[src/rtl/lsu_mem_ctrl.sv]
// ----------------------------------------------------------------------------
// lsu_mem_ctrl
// Multi-cycle load/store unit between the ME pipeline stage and the 64-bit
// data RAM port. It accepts one access in IDLE and latches all request
// fields. In ACCESS it holds ram_req until ram_ack. In DONE it pulses
// resp_valid for one cycle. Lane alignment, write-mask generation and load
// sign/zero extension are all performed here.
//
// Optional feature macro: MISALIGN_CHK_EN
//   When defined, a misaligned request skips the RAM and completes in DONE
//   with resp_err=1. When undefined, resp_err is tied 0 and the access
//   proceeds with truncated byte lanes.
//
// Ports
//   clock, reset                 clock, synchronous active-high reset
//   req_valid/req_ready          request handshake from the ME stage
//   req_wen, req_addr, req_wdata request fields: store flag, byte address, right-aligned store data
//   req_size, req_unsigned       access size (0=B 1=H 2=W 3=D), zero-extend flag for loads
//   resp_valid, resp_rdata       one-cycle completion pulse; extended load data (held between loads)
//   resp_err                     misaligned access, qualified by resp_valid
//   stall                        freezes PC, IF/ID, ID/EX and EX/ME
//   ram_req/ram_ack              RAM handshake; ram_req is held until ram_ack
//   ram_wen                      RAM write enable
//   ram_idx                      RAM word index
//   ram_wdata, ram_wmask         shifted store data and byte-expanded write mask
//   ram_rdata                    read data, valid together with ram_ack
//   access_cnt                   number of completed accesses (wraps)
// ----------------------------------------------------------------------------
module lsu_mem_ctrl #(
    parameter logic [63:0] RAM_BASE = 64'h8000_0000,
    parameter int          DW       = 64
) (
    input  logic          clock,
    input  logic          reset,
    input  logic          req_valid,
    output logic          req_ready,
    input  logic          req_wen,
    input  logic [DW-1:0] req_addr,
    input  logic [DW-1:0] req_wdata,
    input  logic [1:0]    req_size,
    input  logic          req_unsigned,
    output logic          resp_valid,
    output logic [DW-1:0] resp_rdata,
    output logic          resp_err,
    output logic          stall,
    output logic          ram_req,
    output logic          ram_wen,
    output logic [DW-1:0] ram_idx,
    output logic [DW-1:0] ram_wdata,
    output logic [DW-1:0] ram_wmask,
    input  logic [DW-1:0] ram_rdata,
    input  logic          ram_ack,
    output logic [31:0]   access_cnt
);

    typedef enum logic [1:0] {
        IDLE   = 2'd0,
        ACCESS = 2'd1,
        DONE   = 2'd2
    } state_t;

    state_t      state_q, state_d;
    logic        wen_q;
    logic [2:0]  off_q;
    logic [1:0]  size_q;
    logic        uns_q;
    logic [63:0] idx_q, wdata_q, wmask_q, rdata_q;
    logic [31:0] cnt_q;

    logic [7:0]  be_base, be;
    logic [63:0] wmask_d, wdata_d, idx_d;
    logic [63:0] lane, load_ext;
    logic        misaligned;
    logic        accept;

    // Byte enables are shifted into position and truncated to 8 lanes, so a
    // misaligned access silently loses the lanes that fall off the word.
    always_comb begin
        be_base = 8'h01;
        case (req_size)
            2'd0:    be_base = 8'h01;
            2'd1:    be_base = 8'h03;
            2'd2:    be_base = 8'h0F;
            default: be_base = 8'hFF;
        endcase
        be      = be_base << req_addr[2:0];
        wmask_d = '0;
        for (int i = 0; i < 8; i++) begin
            wmask_d[8*i +: 8] = {8{be[i]}};
        end
    end

    assign wdata_d = req_wdata << {req_addr[2:0], 3'b000};
    assign idx_d   = (req_addr - RAM_BASE) >> 3;
    assign accept  = (state_q == IDLE) && req_valid;

`ifdef MISALIGN_CHK_EN
    logic err_q;

    always_comb begin
        misaligned = 1'b0;
        case (req_size)
            2'd0:    misaligned = 1'b0;
            2'd1:    misaligned = req_addr[0];
            2'd2:    misaligned = |req_addr[1:0];
            default: misaligned = |req_addr[2:0];
        endcase
    end

    assign resp_err = (state_q == DONE) && err_q;
`else
    assign misaligned = 1'b0;
    assign resp_err   = 1'b0;
`endif

    // The load lane is selected from the latched offset, so the request bus
    // is free to change while the access is in flight.
    always_comb begin
        lane     = ram_rdata >> {off_q, 3'b000};
        load_ext = lane;
        case (size_q)
            2'd0:    load_ext = uns_q ? {56'b0, lane[7:0]}  : {{56{lane[7]}},  lane[7:0]};
            2'd1:    load_ext = uns_q ? {48'b0, lane[15:0]} : {{48{lane[15]}}, lane[15:0]};
            2'd2:    load_ext = uns_q ? {32'b0, lane[31:0]} : {{32{lane[31]}}, lane[31:0]};
            default: load_ext = lane;
        endcase
    end

    // Next-state and handshake outputs. stall drops in DONE so that the
    // pipeline advances on the same edge on which the unit returns to IDLE.
    always_comb begin
        state_d    = state_q;
        req_ready  = 1'b0;
        stall      = 1'b0;
        ram_req    = 1'b0;
        resp_valid = 1'b0;
        case (state_q)
            IDLE: begin
                req_ready = 1'b1;
                stall     = req_valid;
                if (req_valid) begin
                    state_d = misaligned ? DONE : ACCESS;
                end
            end
            ACCESS: begin
                ram_req = 1'b1;
                stall   = 1'b1;
                if (ram_ack) begin
                    state_d = DONE;
                end
            end
            DONE: begin
                resp_valid = 1'b1;
                state_d    = IDLE;
            end
            default: state_d = IDLE;
        endcase
    end

    assign ram_wen    = ram_req && wen_q;
    assign ram_idx    = idx_q;
    assign ram_wdata  = wdata_q;
    assign ram_wmask  = wmask_q;
    assign resp_rdata = rdata_q;
    assign access_cnt = cnt_q;

    // State, latched request fields, load result and completion counter.
    always_ff @(posedge clock) begin
        if (reset) begin
            state_q <= IDLE;
            wen_q   <= 1'b0;
            off_q   <= 3'd0;
            size_q  <= 2'd0;
            uns_q   <= 1'b0;
            idx_q   <= '0;
            wdata_q <= '0;
            wmask_q <= '0;
            rdata_q <= '0;
            cnt_q   <= '0;
`ifdef MISALIGN_CHK_EN
            err_q   <= 1'b0;
`endif
        end else begin
            state_q <= state_d;
            if (accept) begin
                wen_q   <= req_wen;
                off_q   <= req_addr[2:0];
                size_q  <= req_size;
                uns_q   <= req_unsigned;
                idx_q   <= idx_d;
                wdata_q <= wdata_d;
                wmask_q <= wmask_d;
`ifdef MISALIGN_CHK_EN
                err_q   <= misaligned;
`endif
            end
            if ((state_q == ACCESS) && ram_ack && !wen_q) begin
                rdata_q <= load_ext;
            end
            if (state_q == DONE) begin
                cnt_q <= cnt_q + 32'd1;
            end
        end
    end

endmodule

[config.mk]
export PLATFORM = sky130hd
export DESIGN_NAME = lsu_mem_ctrl
export DESIGN_NICKNAME = d
export VERILOG_FILES = /design/src/rtl/lsu_mem_ctrl.sv
export SDC_FILE = /design/constraint.sdc
export NUM_CORES = 1
export LEC_CHECK = 0
export CORE_AREA = 2 2 190 192
export CTS_BUF_LIST = sky130_fd_sc_hd__clkbuf_2
export DETAILED_ROUTE_END_ITERATION = 10
export DIE_AREA = 0 0 192 194
export PLACE_DENSITY = 0.72
export SETUP_SLACK_MARGIN = 0.1
export SYNTH_ARGS = -nofsm -noshare
export SYNTH_HDL_FRONTEND = slang
export SYNTH_SLANG_ARGS = --single-unit
[constraint.sdc]
create_clock -name clock -period 2.6 [get_ports clock]
set_input_delay 0.52 -clock clock [delete_from_list [all_inputs] [get_ports clock]]
set_output_delay 0.52 -clock clock [all_outputs]
set_load 0.05 [all_outputs]
# After elaboration in Yosys (flattened, before gate mapping)
# Index checks and enable logic that the tools add are counted.
[classes]
muxes = 12
n_reduce_logical = 9
shifts = 3
n_eq_ne = 8
n_addsub = 2
[op_table]
columns = ["cell", "n"]
rows = [
  ["$mux W64", 3],
  ["$pmux W64 S3", 1],
  ["$shl A64 B6 Y64", 1],
  ["$shr A64 B6 Y64", 1],
  ["$sub A64 B32 Y64 const B", 1],
  ["$add A32 B1 Y32 const B", 1],
  ["$pmux W8 S3", 1],
  ["$shl A8 B3 Y8", 1],
  ["$eq A2 B1 Y1 const B", 3],
  ["$eq A2 B2 Y1 const B", 3],
  ["$logic_not A2 Y1", 3],
  ["$logic_and A1 B1 Y1", 4],
  ["$mux W2", 2],
  ["$ne A2 B2 Y1 const B", 2],
  ["$pmux W2 S2", 1],
  ["$mux W1", 3],
  ["$pmux W1 S2", 1],
  ["$reduce_and A2 Y1", 1],
  ["$logic_not A1 Y1", 1],
]
[word_totals]
register_bits = 287
in_bits = 200
word_cells = 44
output_inout_bits = 294

# Logic depth before layout (Yosys ltp)
[logic_depth]
ltp_word = 3
depth_mapped = 9
depth_no_buf = 7

# Worst setup path after synthesis
# OpenSTA, ideal clock, no wires.
[synth_path]
path_kind = "register -> register"
startpoint = "register state_q[1]"
endpoint = "register wdata_q[39] (netlist: ram_wdata[39])"
required_ns = 2.529
setup_time_ns = 0.071
t_arrival_ns = 2.463
n_path_buf = 0
synth_period_minus_slack_ns = 2.534
setup_slack_ns = 0.066
path_stages_with_launch = 6
cell_sequence = "dfxtp_1 > nor2_1 > nand2_1 > nor4_1 > a22oi_1 > a21oi_1"
[synth_via]
elab_chain_len = 2
[synth_lines]
columns = ["element", "line", "rtl"]
rows = [
  ["start: declaration", "62", "state_t state_q, state_d;"],
  ["start signal: assignment", "184", "state_q <= state_d;"],
  ["$logic_not A2 Y1", "95", "assign accept = (state_q == IDLE) && req_valid;"],
  ["$logic_and A1 B1 Y1", "95", ""],
  ["end signal: assignment", "191", "wdata_q <= wdata_d;"],
  ["end: declaration", "67", "logic [63:0] idx_q, wdata_q, wmask_q, rdata_q;"],
]
# No other way between the ends.
# A chain may end at the register's enable or synchronous reset.

# Final worst setup path
[layout_path]
startpoint = "register idx_q[43] (netlist: ram_idx[43])"
endpoint = "output ram_idx[43]"
[layout_rtl]
columns = ["element", "line", "rtl"]
rows = [
  ["start: declaration", "67", ""],
  ["start signal: assignment", "190", "idx_q <= idx_d;"],
  ["end: declaration", "48", "output logic [DW-1:0] ram_idx,"],
]
# No word-level cell between the ends.

==> results.sh <==
export IMPL_rsz0062_at_grt="false"
export IMPL_wl_mm=49.5
export IMPL_ys_seq_area_share_pct=36.7
export IMPL_grt_total_usage_pct=25.6
export IMPL_final_common_cell="dfxtp_1"
export IMPL_ios=494
export IMPL_synth_area_sq_um=13000
export IMPL_viasPerCell=5.39
export IMPL_areaGrowthSynthToFinish_pct=44.7
export IMPL_cts_tree="built"
export IMPL_layout_setup_ws_ns=0.249
export IMPL_path_class="reg2out"
export IMPL_dp_hpwl_mm=37.1
export IMPL_yosys_warnings=0
export IMPL_finalSetupTns_ns=0
export IMPL_outcome="completed"
export IMPL_post_route_period_util_pct=90.4
export IMPL_finalMaxSlewViolations=0
export IMPL_root_buffer="clkbuf_2"
export IMPL_cpMaxStageDelayCell="clkdlybuf4s15_1"
export IMPL_postLayoutCellArea_sq_um=18800
export IMPL_hold_viol=0
export IMPL_synth_compound_area_share_pct=16.7
export IMPL_fin_nets=2207
export IMPL_cts_sinks=238
export IMPL_cap_violations=0
export IMPL_fin_hold_ws_ns=0.166
export IMPL_vias=13590
export IMPL_muxShareOfSynthArea_pct=15.0
export IMPL_rows=69
export IMPL_fp_dieW_um=192
export IMPL_htreeDepth=3
export IMPL_synth_top_family_by_area="simple AND/OR/NAND/NOR gates"
export IMPL_final_cell_mix="231 x dfxtp_1, 218 x nor2_1, 196 x clkdlybuf4s50_1"
export IMPL_globalplace_congestion=0.980
export IMPL_p_sw_w=0.00386
export IMPL_drc_errors=0
export IMPL_post_cts_buffers=0
export IMPL_grt_max_degree=79
export IMPL_synth_top_area_share_pct=36.7
export IMPL_io_buffers=489
export IMPL_hp_start="req_unsigned"
export IMPL_cts_buffer_depth=3
export IMPL_cp_startpoint="ram_idx[43]$_SDFFE_PP0P_"
export IMPL_power_density_nw_per_um2=528
export IMPL_cp_slowest_stage_delay_ns=0.53
export IMPL_post_dp_cell_area_sq_um=18400
export IMPL_critPathMaxFanout=2
export IMPL_cp_top_family="buffers and inverters"
export IMPL_wl_per_cell_um=19.6
export IMPL_antenna_found_initial=2
export IMPL_synthFlopType="dfxtp_1"
export IMPL_die_h_um=194
export IMPL_grt_pass1_vias=13287
export IMPL_synthTopCellsByArea="dfxtp_1 37%, mux4_2 6.8%, mux2i_1 6.5%"
export IMPL_hold_class="in2reg"
export IMPL_syn_instance_count=1526
export IMPL_grt_ovfl_total=0
export IMPL_synth_edf_count=0
export IMPL_crit_buf_inv=1
export IMPL_cp_cell_sequence="clkdlybuf4s15_1"
export IMPL_drive_above_1_share_pct=19.3
export IMPL_antenna_left=0
export IMPL_comb_power_share_pct=31.3
export IMPL_grt_pass1_wl_mm=74.3
export IMPL_path_clk_slew_ns=0.09
export IMPL_max_freq_mhz=425
export IMPL_clkPwrFrac_pct=28.3
export IMPL_vdd_drop_max_uv=370
export IMPL_worst_pin_slew_ns=0.804
export IMPL_fin_skew_ns=0.0939
export IMPL_finalCriticalPeriod_ns=2.35
export IMPL_internal_power_w=0.00606
export IMPL_initial_core_util_pct=36.8
export IMPL_async_flop_share_pct=0
export IMPL_synthSimpleGateAreaFrac_pct=20.2
export IMPL_rr_startpoint="off_q[1]$_SDFFE_PP0P_"
export IMPL_synthAdderAreaFrac_pct=0.193
export IMPL_synth_seq_cells=238
export IMPL_numCtsBuffers=69
export IMPL_p_seq_share_pct=40.4
export IMPL_dp_slack_ns=-0.290
export IMPL_start_kind="flip-flop"
export IMPL_cp_required_ns=2.08
export IMPL_sw_frac_of_total_pct=38.9
export IMPL_synth_xor_area_share_pct=3.38
export IMPL_fillCellCount=3392
export IMPL_critPathArrivalTime_ns=1.83
export IMPL_crit_path_end_kind="primary output"
export IMPL_core_area_sq_um=35200
export IMPL_finalSetupViolations=0
export IMPL_yosysTopAreaCell="dfxtp_1"
export IMPL_max_slew_margin_pct=46.2
export IMPL_dr_pass1_iters=5
export IMPL_insertion_delay_ns=0.93
export IMPL_ys_types=57
export IMPL_first_iter_violations=885
export IMPL_dieArea_sq_um=37200
export IMPL_p_leak_nw=7.60
export IMPL_avgSynthCellArea_sq_um=8.50
==> metal layers <==
metal / vias up / GRT usage (%) / share of wire (%) / routed length, um
met3: 104 / 7.00 / 9.5 / 4710
li1: 6436 / - / - / -
met1: 6430 / 30.1 / 39 / 19500
met2: 620 / 43.1 / 47 / 23500
met5: - / 0 / 0 / 0
met4: 0 / 11.8 / 3.8 / 1890
==> registers in the layout (all words and copies together) (netlist names) <==
signal / count
access_cnt: 32
off_q: 3
ram_idx: 61
ram_wdata: 64
ram_wmask: 8
resp_rdata: 64
size_q: 2
state_q: 2
uns_q: 1
wen_q: 1
==> final timing paths <==
path                            slack (ns)  depth (start not counted)                     endpoint
worst min-delay path                  0.17                          3           uns_q$_SDFFE_PP0P_
worst min register to register        0.46                          2     ram_idx[13]$_SDFFE_PP0P_
worst max register to register        0.37                          7  resp_rdata[13]$_SDFFE_PP0P_
worst max-delay path                  0.25                          1                  ram_idx[43]
==> power by group through the flow <==
stage               registers [W]  clock network [W]  logic, W
floorplan                 0.00478                  0   0.00127
global placement          0.00409                  0   0.00322
detailed placement        0.00410                  0   0.00324
CTS                       0.00401            0.00292   0.00311
global route              0.00404            0.00312   0.00328
finish                    0.00401            0.00281   0.00311
==> cells by family after synthesis <==
group / Yosys count
AOI/OAI and AO/OA: 323
xor gates and xnor gates: 50
adders and majority gates: 2
buffers and inverters: 200
DFF: 238
muxes: 143
other: 1
and+or+nand+nor: 569
==> synth_stat cells, types with 5 or more instances <==
library cell / instances
dfxtp_1: 238
nor2_1: 220
nand2_1: 165
a211oi_1: 101
clkbuf_1: 94
a21oi_1: 92
mux2i_1: 84
buf_4: 61
nor3_1: 45
xnor2_1: 40
mux4_2: 39
o21ai_0: 37
a22oi_1: 32
nor2b_1: 24
a311oi_1: 22
nor4_1: 22
mux2_2: 20
nand3_1: 20
buf_1: 19
buf_2: 13
or3_1: 13
nand2b_1: 11
inv_1: 10
nand4_1: 10
xor2_1: 10
a221oi_1: 8
o22a_1: 7
nor4_2: 6
and2_1: 5
and4_1: 5
==> area by class of cell <==
type	instances	area [sq um]	area share, %
timing repair buffer	594	5510	29.3
sequential	238	4780	25.4
inverter	11	41.3	0.220
clock inverter	32	156	0.833
tap	461	577	3.07
clock buffer	92	460	2.45
multi-input combinational	1091	7260	38.6
antenna	2	5.00	0.0267
==> stage by stage <==
step                power [W]  std cells  util (%)
floorplan             0.00605       1529         -
global placement      0.00732       2394      52.3
detailed placement    0.00734       2394      52.3
CTS                    0.0100       2519      53.3
global route           0.0104       2521      53.3
finish                0.00992       2521      53.3
==> repair_timing <==
| item | CTS | global route |
|---|---|---|
| gates resized for setup | 567 | 3 |
| gates cloned | 0 | 0 |
| endpoints found under the hold margin | 2 | 0 |
| setup endpoints to repair | 289 | 3 |
| pin swaps | 0 | 0 |
| hold buffers | 1 | 0 |
(Power assumes the default switching activity.)
